### src/rtl/cp0_nested_intc.sv
// ---------------------------------------------------------------------------
// cp0_nested_intc
// Coprocessor-0 interrupt unit for the pipelined MIPS core. It supports
// NUM_IRQ prioritised sources (a higher index means a higher priority), a
// per-source mask, true priority nesting backed by an EPC stack, and a
// vectored handler address.
//
// Ports:
//   clk, rst      single clock; synchronous, active-high reset
//   id_instr      instruction in ID; decoded for mfc0 and eret
//   wb_instr      instruction in WB; decoded for mtc0
//   wb_din        mtc0 write data
//   ex_pc         return address pushed when an interrupt is taken
//   intsrc        raw interrupt request lines (rising-edge sensitive)
//   INT           interrupt take request to the pipeline
//   int_vector    handler address of the source being taken
//   CP0ToReg      ID instruction is mfc0
//   id_dout       mfc0 read data (Status=12, Cause=13, EPC=14, else 0)
//   epc_out       top-of-stack EPC (0 when the stack is empty)
//   eret          ID instruction is eret
//   stack_full    the stack holds STACK_DEPTH entries
// ---------------------------------------------------------------------------
module cp0_nested_intc #(
  parameter int          NUM_IRQ       = 3,
  parameter int          STACK_DEPTH   = 4,
  parameter logic [31:0] VECTOR_BASE   = 32'h0000_0800,
  parameter logic [31:0] VECTOR_STRIDE = 32'h0000_0020
) (
  input  logic               clk,
  input  logic               rst,
  input  logic [31:0]        id_instr,
  input  logic [31:0]        wb_instr,
  input  logic [31:0]        wb_din,
  input  logic [31:0]        ex_pc,
  input  logic [NUM_IRQ-1:0] intsrc,
  output logic               INT,
  output logic [31:0]        int_vector,
  output logic               CP0ToReg,
  output logic [31:0]        id_dout,
  output logic [31:0]        epc_out,
  output logic               eret,
  output logic               stack_full
);

  localparam int IW = (NUM_IRQ > 1) ? $clog2(NUM_IRQ) : 1;
  localparam int SW = (STACK_DEPTH > 1) ? $clog2(STACK_DEPTH) : 1;
  localparam int CW = $clog2(STACK_DEPTH + 1);

  // Architectural state
  logic               status_ie;
  logic [NUM_IRQ-1:0] status_im;
  logic [NUM_IRQ-1:0] pending;
  logic [NUM_IRQ-1:0] service;
  logic [NUM_IRQ-1:0] irq_prev;
  logic [31:0]        epc_stack [STACK_DEPTH];
  logic [CW-1:0]      depth;

  // Decode
  logic       is_mtc0;
  logic       is_mfc0;
  logic [4:0] wb_rd;
  logic [4:0] id_rd;

  assign is_mtc0  = (wb_instr[31:21] == 11'b010000_00100);
  assign is_mfc0  = (id_instr[31:21] == 11'b010000_00000);
  assign wb_rd    = wb_instr[15:11];
  assign id_rd    = id_instr[15:11];
  assign eret     = (id_instr == 32'h4200_0018);
  assign CP0ToReg = is_mfc0;

  // Priority encoders: the highest set index wins.
  logic          elig_valid;
  logic [IW-1:0] elig_idx;
  logic          cur_valid;
  logic [IW-1:0] cur_idx;

  always_comb begin
    elig_valid = 1'b0;
    elig_idx   = '0;
    cur_valid  = 1'b0;
    cur_idx    = '0;
    for (int unsigned i = 0; i < NUM_IRQ; i++) begin
      if (pending[i] && status_im[i]) begin
        elig_valid = 1'b1;
        elig_idx   = IW'(i);
      end
      if (service[i]) begin
        cur_valid = 1'b1;
        cur_idx   = IW'(i);
      end
    end
  end

  // Stack status
  logic          stack_empty;
  logic [CW-1:0] top_cnt;

  assign stack_empty = (depth == '0);
  assign stack_full  = (depth == CW'(STACK_DEPTH));
  assign top_cnt     = depth - CW'(1);
  assign epc_out     = stack_empty ? '0 : epc_stack[top_cnt[SW-1:0]];

  // Take decision: only a strictly higher level than the one in service may
  // preempt it, and an eret in ID always wins over a take in the same cycle.
  logic preempt;

  assign preempt    = elig_valid && (!cur_valid || (elig_idx > cur_idx));
  assign INT        = status_ie && preempt && !stack_full && !eret;
  assign int_vector = INT ? (VECTOR_BASE + VECTOR_STRIDE * 32'(elig_idx))
                          : VECTOR_BASE;

  // Per-source update masks
  logic [NUM_IRQ-1:0] rise;
  logic [NUM_IRQ-1:0] take_mask;
  logic [NUM_IRQ-1:0] svc_clr;

  assign rise      = intsrc & ~irq_prev;
  assign take_mask = INT ? (NUM_IRQ'(1) << elig_idx) : '0;
  assign svc_clr   = (eret && !stack_empty && cur_valid) ? (NUM_IRQ'(1) << cur_idx) : '0;

  // Register read view
  logic [31:0] status_word;
  logic [31:0] cause_word;

  always_comb begin
    status_word               = '0;
    status_word[0]            = status_ie;
    status_word[8 +: NUM_IRQ] = status_im;
    cause_word                = '0;
    cause_word[8 +: NUM_IRQ]  = pending;
    cause_word[16 +: NUM_IRQ] = service;
  end

  always_comb begin
    id_dout = '0;
    if (is_mfc0) begin
      case (id_rd)
        5'd12:   id_dout = status_word;
        5'd13:   id_dout = cause_word;
        5'd14:   id_dout = epc_out;
        default: id_dout = '0;
      endcase
    end
  end

  always_ff @(posedge clk) begin
    if (rst) begin
      status_ie <= 1'b0;
      status_im <= '0;
      pending   <= '0;
      service   <= '0;
      irq_prev  <= '0;
      depth     <= '0;
      for (int unsigned k = 0; k < STACK_DEPTH; k++) begin
        epc_stack[k] <= '0;
      end
    end else begin
      irq_prev <= intsrc;
      // A fresh edge on the source being taken re-arms its pending bit.
      pending  <= (pending & ~take_mask) | rise;
      // take and eret are mutually exclusive because INT is gated by eret.
      service  <= (service | take_mask) & ~svc_clr;

      if (is_mtc0 && (wb_rd == 5'd12)) begin
        status_ie <= wb_din[0];
        status_im <= wb_din[8 +: NUM_IRQ];
      end

      if (INT) begin
        // Overrides any concurrent mtc0 write of IE.
        status_ie                  <= 1'b0;
        epc_stack[depth[SW-1:0]]   <= ex_pc;
        depth                      <= depth + CW'(1);
      end else if (eret && !stack_empty) begin
        depth <= depth - CW'(1);
      end
    end
  end

  logic unused_bits;
  assign unused_bits = ^{wb_instr[20:16], wb_instr[10:0], wb_din, top_cnt};

endmodule

### config.mk
export PLATFORM = sky130hd
export DESIGN_NAME = cp0_nested_intc
export DESIGN_NICKNAME = d
export VERILOG_FILES = /design/src/rtl/cp0_nested_intc.sv
export SDC_FILE = /design/constraint.sdc
export NUM_CORES = 1
export LEC_CHECK = 0
export ABC_CLOCK_PERIOD_IN_PS = 3900
export CORE_MARGIN = 4
export CORE_UTILIZATION = 45
export CTS_CLUSTER_SIZE = 28
export DETAILED_ROUTE_END_ITERATION = 16
export HOLD_SLACK_MARGIN = 0.03
export PLACE_DENSITY = 0.84
export SYNTH_ARGS = -nofsm -noshare
export SYNTH_HDL_FRONTEND = slang
export SYNTH_SLANG_ARGS = --single-unit
export TNS_END_PERCENT = 5
### constraint.sdc
create_clock -name clk -period 3.9 [get_ports clk]
set_clock_uncertainty 0.2 [all_clocks]
set_input_delay 0.585 -clock clk [delete_from_list [all_inputs] [get_ports clk]]
set_output_delay 0.585 -clock clk [all_outputs]
set_load 0.05 [all_outputs]
## Word level (Yosys, flattened, before mapping)

Memories as Yosys holds them, arrays and structs flattened.
Cells that the tools add are included.

| storage, ports and cells | value |
|---|---|
| flip-flop bits (word level) | 16 |
| memory bits (writable) | 128 |
| input bits | 133 |
| output and inout port bits | 100 |
| word-level logic and storage cells | 74 |
| memories | 1 |

| cells by class | value |
|---|---|
| $add $sub $neg | 3 |
| magnitude comparators | 1 |
| eq/ne operators | 8 |
| shift operators | 2 |
| muxes and demuxes | 26 |
| bitwise gates (word level) | 8 |
| reduce and logical (&&, ||, !) cells | 19 |

Memories:

| memory | depth | width | read ports | clocked after memory_dff | write ports | RTL line | text |
|---|---|---|---|---|---|---|---|
| epc_stack | 4 | 32 | 1 | 0 | 4 | 55 | `logic [31:0] epc_stack [STACK_DEPTH];` |

Operator list:

| cell | number |
|---|---|
| $mux 32 | 3 |
| $pmux 32 s3 | 1 |
| $eq 32x31->1 const B | 1 |
| $reduce_or 32->1 | 1 |
| $eq 11x10->1 const B | 2 |
| $eq 5x4->1 const B | 4 |
| $mux 1 | 14 |
| $add 12x7->13 const A | 1 |
| $mux 13 | 1 |
| $mux 3 | 4 |
| $logic_and 1x1->1 | 10 |
| $and 3x3->3 | 3 |
| $not 3->3 | 3 |
| $mux 2 | 3 |
| $or 3x3->3 | 2 |
| $shl 1x2->3 const A | 2 |
| $logic_not 1->1 | 4 |
| $add 3x1->3 const B | 1 |
| $eq 3x3->1 const B | 1 |
| $logic_not 3->1 | 1 |
| $sub 3x1->3 const B | 1 |
| $gt 2x2->1 | 1 |
| $reduce_bool 2->1 | 1 |
| $reduce_or 2->1 | 1 |
| $logic_or 1x1->1 | 1 |

## Depth between registers and ports, before layout

| logic depth | value |
|---|---|
| depth after elaboration | 14 |
| mapped depth | 10 |
| mapped depth without buffers | 8 |

## Least setup slack after synthesis

OpenSTA, ideal clock, no wires.

| timing | value |
|---|---|
| kind | flip-flop to output port |
| start point | reg depth[0] |
| end point | out id_dout[10] |
| data arrival time | 3734 ps |
| data required time | 3115 ps |
| path slack | -619 ps |
| cell stages (with the launch flop) | 10 |
| buffers on the path | 3 |
| path through | dfxtp_1 -> buf_2 -> buf_1 -> inv_1 -> ha_1 -> clkbuf_1 -> mux4_2 -> and2_1 -> nand2_1 -> a221oi_1 |

| on the way | value |
|---|---|
| cells in the longest elaborated chain, start to end | 5 |
| elaborated cells on any way between the ends | 6 |
| those cells by class | add/sub (1); mux (3); reduce/logical (1); memory (1) |

Ends and longest elaborated chain:

| item | RTL line | text |
|---|---|---|
| from (decl) | 56 | `logic [CW-1:0] depth;` |
| from (signal assigned) | 173 | `depth <= depth + CW'(1);` |
| from (signal assigned) | 175 | `depth <= depth - CW'(1);` |
| $sub 3x1->3 | n/a |  |
| $mem_v2 4x32 | n/a |  |
| $mux 32 * | 101 | `assign epc_out = stack_empty ? '0 : epc_stack[top_cnt[SW-1:0]];` |
| net epc_out[10] | 40 | `output logic [31:0] epc_out,` |
| $pmux 32 s3 * | 137 | `case (id_rd)` |
| $mux 32 * | 136 | `if (is_mfc0) begin` |
| to (decl) | 39 | `output logic [31:0] id_dout,` |

The timed path passes the listed nets; every way through them passes the cells marked *.

## Worst setup path after layout

| timing | value |
|---|---|
| start point | in id_instr[26] |
| end point | out id_dout[3] |

| on the way | value |
|---|---|
| cells in the longest elaborated chain, start to end | 2 |

Ends and longest elaborated chain:

| item | RTL line | text |
|---|---|---|
| from (decl) | 31 | `input logic [31:0] id_instr,` |
| $eq 11x10->1 | 65 | `assign is_mfc0 = (id_instr[31:21] == 11'b010000_00000);` |
| $mux 32 | 136 |  |

Every way passes these cells.

==> flow_metrics.py <==
metrics = {
    "logic_synthesis": {
        "yosys_warnings": 0,
        "synthesis.instances": 556,
        "synth_seq_area_share_pct": 57.4,
        "synth_cell_type_count": 45,
        "cell_area_after_synthesis_um2": 7250,
        "synth.area.top_cells": "edfxtp_1, and2_1, mux4_2",
        "synth_seq_cells": 144,
        "synth-async-reset-ratio_pct": 0,
        "synth_largest_area_cell": "edfxtp_1",
        "synth_area_per_cell_um2": 13.0,
        "synth_top_area_share_pct": 53.0,
        "synth_edf_count": 128,
        "ys.flop_type": "edfxtp_1",
    },
    "worst_setup_path": {
        "timing.critical_path.max_delay_family": "simple AND/OR/NAND/NOR gates",
        "worst_setup_path_end_kind": "output pin",
        "critical_path.most_common_cell": "buf_12",
        "critPathArrivalTime_ns": 2.99,
        "cp_num_buf_inv": 4,
        "timing.critical_path.slowest_cell_delay_ns": 0.60,
        "list_of_cells_traversed_by_the_critical_path": "clkdlybuf4s50_1, nor4_1, buf_4, nand4b_1, or4_1, nor2_4, buf_12, and3_1, buf_12",
        "crit_path_max_fanout": 25,
        "worst_setup_path_start_kind": "input pin",
        "crit_slowest_cell": "or4_1",
        "critPathKind": "input pin to output pin",
        "timing.critical_path.required_ns": 3.12,
    },
    "detailed_routing": {
        "totalWireLength_um": 19200,
        "drt_iter0_drc": 293,
        "routed_len_inst_um": 20.3,
        "antenna_violating_nets_post_route": 0,
        "drt_drc_violations_left": 0,
        "route.vias.total": 5118,
        "vias_per_cell": 5.41,
        "drt_first_pass_iters": 5,
    },
    "hold_path": {
        "hold_path_class": "flop to flop",
    },
    "placement": {
        "placed_area_um2": 9770,
        "post-dp-hpwl_um": 12900,
        "dp_cells": 914,
        "gp_congestion": 0.884,
        "portBuffers": 158,
    },
    "pwr": {
        "leakage_nw": 3.94,
        "power_density_nw_per_um2": 347,
        "net-switching-power_mw": 0.766,
        "sequential_power_share_pct": 48.4,
        "pwr-share-comb_pct": 7.0,
        "clockPowerShare_pct": 44.6,
        "ir_worst_vdd_mv": 0.280,
        "internal-power_mw": 2.83,
        "netSwitchingFraction_pct": 21.3,
        "total_power_mw": 3.59,
    },
    "finish": {
        "design_area_um2": 10400,
        "finalNonFillerCells": 946,
        "design.final.nets": 855,
        "area_growth_synth_to_finish_pct": 42.8,
        "antenna_cells_inserted": 0,
        "drive_gt1_share_pct": 26.7,
        "postLayoutCoreUtil_pct": 65.4,
    },
    "clocking": {
        "cts_buffers": 17,
        "cts-hold-fix-buffers": 0,
        "cts_sinks": 144,
        "cts_tree": "yes",
        "ctsHtreeMaxLevel": 4,
        "worst_skew_pair.late_latency_ns": 0.41,
        "clkSlewWorstSetupHoldPaths_ns": 0.06,
        "max-clock-path-buffers": 2,
        "cts-root-buf": "clkbuf_16",
    },
    "sta": {
        "setup_viol_count_final": 0,
        "drv_slew": 0,
        "worst_pin_slew_ns": 1.02,
        "period_share_pct": 96.8,
        "rsz0062_at_grt": "no",
        "timing.final.hold_violations": 0,
        "max_slew_margin_pct": 32.0,
        "fin_crit_ns": 3.77,
        "achievable-frequency_ghz": 0.265,
    },
    "die": {
        "floorplan.initialDensity_pct": 45.8,
        "design.die.area_um2": 18200,
        "fp.dieW_um": 135,
        "floorplan.rows": 46,
        "top_level_ports": 233,
        "floorplan.die.height_um": 135,
        "coreArea_um2": 15800,
    },
    "run": {
        "max_cap_violations": 0,
    },
    "global_routing": {
        "gr-usage-all-layers_pct": 21.2,
        "grt_overflow": 0,
        "grt_max_degree": 38,
        "antenna_found_initial": 1,
        "first_global_vias": 5532,
        "grt_pass1_wl_um": 29400,
    },
    "outcome": {
        "run_status": "complete, no violations",
    },
}
timing repair:
action / 4_1_cts / 5_1_grt
gates resized for setup: 0 / 0
setup endpoints to repair: 0 / 1
setup buffers: 0 / 1
final cells by class:
type / count / area (µm²)
Clock buffer: 19 / 433
Clock inverter: 12 / 143
Fill cell: 1045 / 5470
Inverter: 6 / 22.5
Multi-Input combinational cell: 369 / 2900
Sequential cell: 144 / 4170
Tap cell: 216 / 270
Timing Repair Buffer: 180 / 2420
Yosys cell counts, types with 2 or more instances:
| master | n |
|---|---|
| nor4_1 | 10 |
| o31ai_1 | 3 |
| nor3_1 | 8 |
| a221oi_1 | 3 |
| or2_2 | 3 |
| a31o_2 | 2 |
| buf_1 | 2 |
| a31oi_1 | 2 |
| buf_4 | 30 |
| o21a_1 | 4 |
| ha_1 | 4 |
| and3_1 | 25 |
| edfxtp_1 | 128 |
| and2_1 | 160 |
| buf_2 | 5 |
| nand2b_1 | 4 |
| nand2_1 | 18 |
| mux2i_1 | 5 |
| nand4_1 | 3 |
| clkbuf_1 | 26 |
| nand3_1 | 2 |
| dfxtp_1 | 16 |
| conb_1 | 2 |
| nor4b_1 | 4 |
| inv_1 | 6 |
| nor2_1 | 14 |
| mux4_2 | 32 |
| a21oi_1 | 8 |
| mux2_2 | 2 |
| a22oi_1 | 4 |
| or4_4 | 2 |
| nor2b_1 | 6 |
final timing paths:
| path | start | endpoint | slack [ns] | cells after the start |
|---|---|---|---|---|
| hold reg to reg | irq_prev[0]$_SDFF_PP0_ | pending[0]$_SDFF_PP0_ | 0.29 | 2 |
| hold / removal | irq_prev[0]$_SDFF_PP0_ | pending[0]$_SDFF_PP0_ | 0.29 | 2 |
| setup reg to reg | status_im[2]$_SDFFE_PP0P_ | epc_stack[3][17]$_DFFE_PP_ | 0.48 | 9 |
| setup / recovery | id_instr[26] | id_dout[3] | 0.13 | 9 |
cells in the final DEF (no fill, tap or decap), types with 5 or more instances in the layout:
master / n
and2_1: 160
edfxtp_1: 128
clkdlybuf4s50_1: 89
buf_12: 68
mux4_2: 32
conb_1: 30
buf_4: 23
and3_2: 20
nand2_1: 18
clkbuf_16: 17
dfxtp_1: 15
nor2_1: 12
a21oi_1: 8
nor4_1: 7
inv_1: 6
nor2b_1: 6
nor3_1: 6
and3_1: 5
mux2i_1: 5
routing by layer:
layer	vias to the layer above	track usage, %	share of wire (%)
met5	-	0	0
met4	0	8.06	2.5
met3	37	6.04	9.1
met2	259	37.2	51
met1	2541	24.6	37
li1	2281	-	-
state kept, by name (all words and copies together), names as in the netlist:
register / flops
status_im: 3
pending: 3
service: 3
depth: 3
status_ie: 1
epc_stack: 128
irq_prev: 3
through the flow:
| stage | worst slack, ns | hold slack (ns) | TNS, ns |
|---|---|---|---|
| floorplan | -0.162 | 0.261 | -1.87 |
| global placement | 0.141 | 0.282 | 0 |
| detailed placement | 0.0834 | 0.281 | 0 |
| CTS | 0.0636 | 0.288 | 0 |
| global route | 0.0436 | 0.305 | 0 |
| finish | 0.126 | 0.288 | 0 |
power by group through the flow:
| stage | Sequential, mW | Clock [mW] | Combinational, mW |
|---|---|---|---|
| final | 1.74 | 1.60 | 0.251 |
| after global routing | 1.74 | 1.68 | 0.266 |
| after CTS | 1.74 | 1.60 | 0.251 |
| after detailed placement | 1.77 | 0 | 0.250 |
| after global placement | 1.76 | 0 | 0.244 |
| after floorplan | 1.76 | 0 | 0.145 |
kinds of logic after synthesis:
| kind of cell | after synthesis | share of synthesized area, % |
|---|---|---|
| adder cells (fa/ha/maj) | 4 | 0.690 |
| other | 2 | 0.104 |
| AND/OR/NAND/NOR | 265 | 22.4 |
| flip-flops | 144 | 57.4 |
| multiplexers | 40 | 11.1 |
| buffers and inverters | 71 | 5.38 |
| AO/OA/AOI/OAI | 30 | 2.92 |
tightest hold or removal path, delay by kind of cell (launching register included):
kind	cells	cell delay (ns)
compound gates	1	0.05
flops	1	0.30
simple gates	1	0.09
No activity file was read; power rests on OpenSTA's default activity.
==> RTL change: new RTL, same flow settings <==
The parameter `STACK_DEPTH` goes from 4 to 2.
--- a/src/rtl/cp0_nested_intc.sv
+++ b/src/rtl/cp0_nested_intc.sv
@@ -22,7 +22,7 @@
 // ---------------------------------------------------------------------------
 module cp0_nested_intc #(
   parameter int          NUM_IRQ       = 3,
-  parameter int          STACK_DEPTH   = 4,
+  parameter int          STACK_DEPTH   = 2,
   parameter logic [31:0] VECTOR_BASE   = 32'h0000_0800,
   parameter logic [31:0] VECTOR_STRIDE = 32'h0000_0020
 ) (
Formal check against the unedited RTL: not equivalent (Yosys sat finds a counterexample within 10 cycles, from zero or initial values and one cycle with rst high).
==> RTL change against the unedited design <==
  * Sequential cell count decreased by 65
  * Design area decreased by 38%
  * Total power decreased by 51%
  * Critical path depth fell by 1
  * Setup slack better by 47 ps
  * Combinational power shrank 19%
  * First-iteration DRC count shrank 40%
  * Synthesized cell count shrank 29%
  * Utilization increased by 4.0 points
  * Die area decreased by 39%
  * Maximum frequency is 1.3% higher
  * Global-route usage fell by 0.52 points
  * Synthesized area decreased by 41%
  * Wire length is 41% lower
  * Highest routed layer unchanged
==> RTL change: results (changes against the unedited design) <==
metric	value	unit	change
outcome	complete, no violations		
Iter 0 DRT Violations	176		-40%
Rel. slew slack	43.6	%	+12 points
clk slew on worst S/H paths	80	ps	+20 ps
VDD IR-drop max	0.172	mV	-39%
total of warnings raised by yosys	0		unchanged
most frequent cell after synthesis	and2_1		
Clk Latency, worst-skew pair	340	ps	-70 ps
largest cells by area after synthesis	edfxtp_1 (45%), and2_1 (13%), mux2i_1 (9.4%)		
critical path capture point	id_dout[24]		
sequential cell area fraction in the yosys report	51.9	%	-5.5 points
mux cell area share after synthesis	9.62	%	-1.5 points
vias in the first global route	3714		-33%
Post-synth top cells	and2_1 (89), edfxtp_1 (64), nor2_1 (48)		
largest net degree at the start of global routing	35		-7.9%
Placed Instances	673		-26%
switching power	0.000421	W	-45%
worst reg2reg path depth	8		-1
CTS H-tree depth	3		-1
vias per inst	4.99		-7.8%
1st-pass router iterations	4		-1
Worst setup startpoint	id_instr[26]		
compound-gate portion of the synthesized area	4.12	%	+1.2 points
clk root buf	clkbuf_8		
total track usage	20.6	%	-0.52 points
Worst Path Arrival	2940	ps	-50 ps
Fill cells	670		-36%
Final min period	3730	ps	-46.6 ps
placed inst area	0.00622	sq mm	-36%
CTS Buf Count	9		-8
worst reg2reg setup slack	810	ps	+330 ps
Lkg Pwr	2.41	nW	-39%
GPL Wtd Cong	0.834		-5.6%
DP Wirelength	8390	microns	-35%
full die area	0.0111	sq mm	-39%
fin cells	689		-27%
Placement Setup Slack	193	ps	+110 ps
Syn Area/Cell	10.8	sq um	-17%
Yosys cell types	41		-8.9%
global-route wire length before repair	18300	microns	-38%
Post-Synth Adder-Cell Area	1.17	%	+0.48 points
number of synthesized flops with an enable pin	64		-50%
Port-buffer cells	158		unchanged
max FFs per register	64		-50%
[RTL change: cell count changes in the layout (fill, tap and decap cells not counted), sizes merged, moves of 5 or more]
cell,unedited run,this run
and2,160,89
edfxtp,128,64
mux2i,5,40
nor2,15,48
mux4,32,0
buf,91,60
and3,25,1
clkdlybuf4s50,89,111
nand2,18,8
clkbuf,19,10
a21oi,8,3
inv,7,12
[RTL change: layer usage]
metal  part of all wire, %  GRT usage [%]
met4                  0.81           5.37
met1                    37           22.8
met3                   8.2           5.63
met2                    54           38.8
met5                     0              0
[RTL change: cell type report]
| class | instances | area, sq um | area share, % |
|---|---|---|---|
| clock inverter | 6 | 68.8 | 1.07 |
| timing repair buffer | 171 | 1960 | 30.6 |
| tap | 129 | 161 | 2.52 |
| clock buffer | 10 | 128 | 1.99 |
| inverter | 10 | 37.5 | 0.585 |
| multi-input combinational | 284 | 1840 | 28.6 |
| sequential | 79 | 2220 | 34.6 |
[RTL change: critical path: stages]
cell	delay, ps
clkdlybuf4s50_1	420
nor4_2	350
nand4b_1	170
or4_1	590
nor3b_4	280
buf_12	190
and2_1	200
buf_12	150
[RTL change: how the worst min path moves through the flow]
stage,from,slack (ps),cells after the start,end
2_1_floorplan,irq_prev[1],250,2,pending[1]
4_1_cts,irq_prev[1],280,2,pending[1]
3_3_place_gp,irq_prev[1],260,2,pending[1]
3_5_place_dp,irq_prev[1],260,2,pending[1]
6_report,irq_prev[1],280,2,pending[1]
5_1_grt,irq_prev[1],320,2,pending[1]
[RTL change: cell families (layout without fill, tap and decap cells)]
logic type	after synthesis	after routing
and+or+nand+nor	186	186
adders and majority gates	4	4
buffers and inverters	60	197
AOI/OAI and AO/OA	23	23
muxes	41	41
DFF	79	79
other	2	30
[RTL change: power groups by stage]
| stage | logic, W | registers [W] | clock network (W) |
|---|---|---|---|
| 2_1_floorplan | 0.000120 | 0.000958 | 0 |
| 3_3_place_gp | 0.000198 | 0.000960 | 0 |
| 3_5_place_dp | 0.000202 | 0.000962 | 0 |
| 4_1_cts | 0.000203 | 0.000943 | 0.000619 |
| 5_1_grt | 0.000216 | 0.000946 | 0.000657 |
| 6_report | 0.000203 | 0.000943 | 0.000602 |
[RTL change: stage by stage]
stage	total power, W	utilization, %
3_5_place_dp	0.00116	67.3
4_1_cts	0.00177	69.5
6_report	0.00175	69.5
2_1_floorplan	0.00108	-
5_1_grt	0.00182	69.5
3_3_place_gp	0.00116	67.3
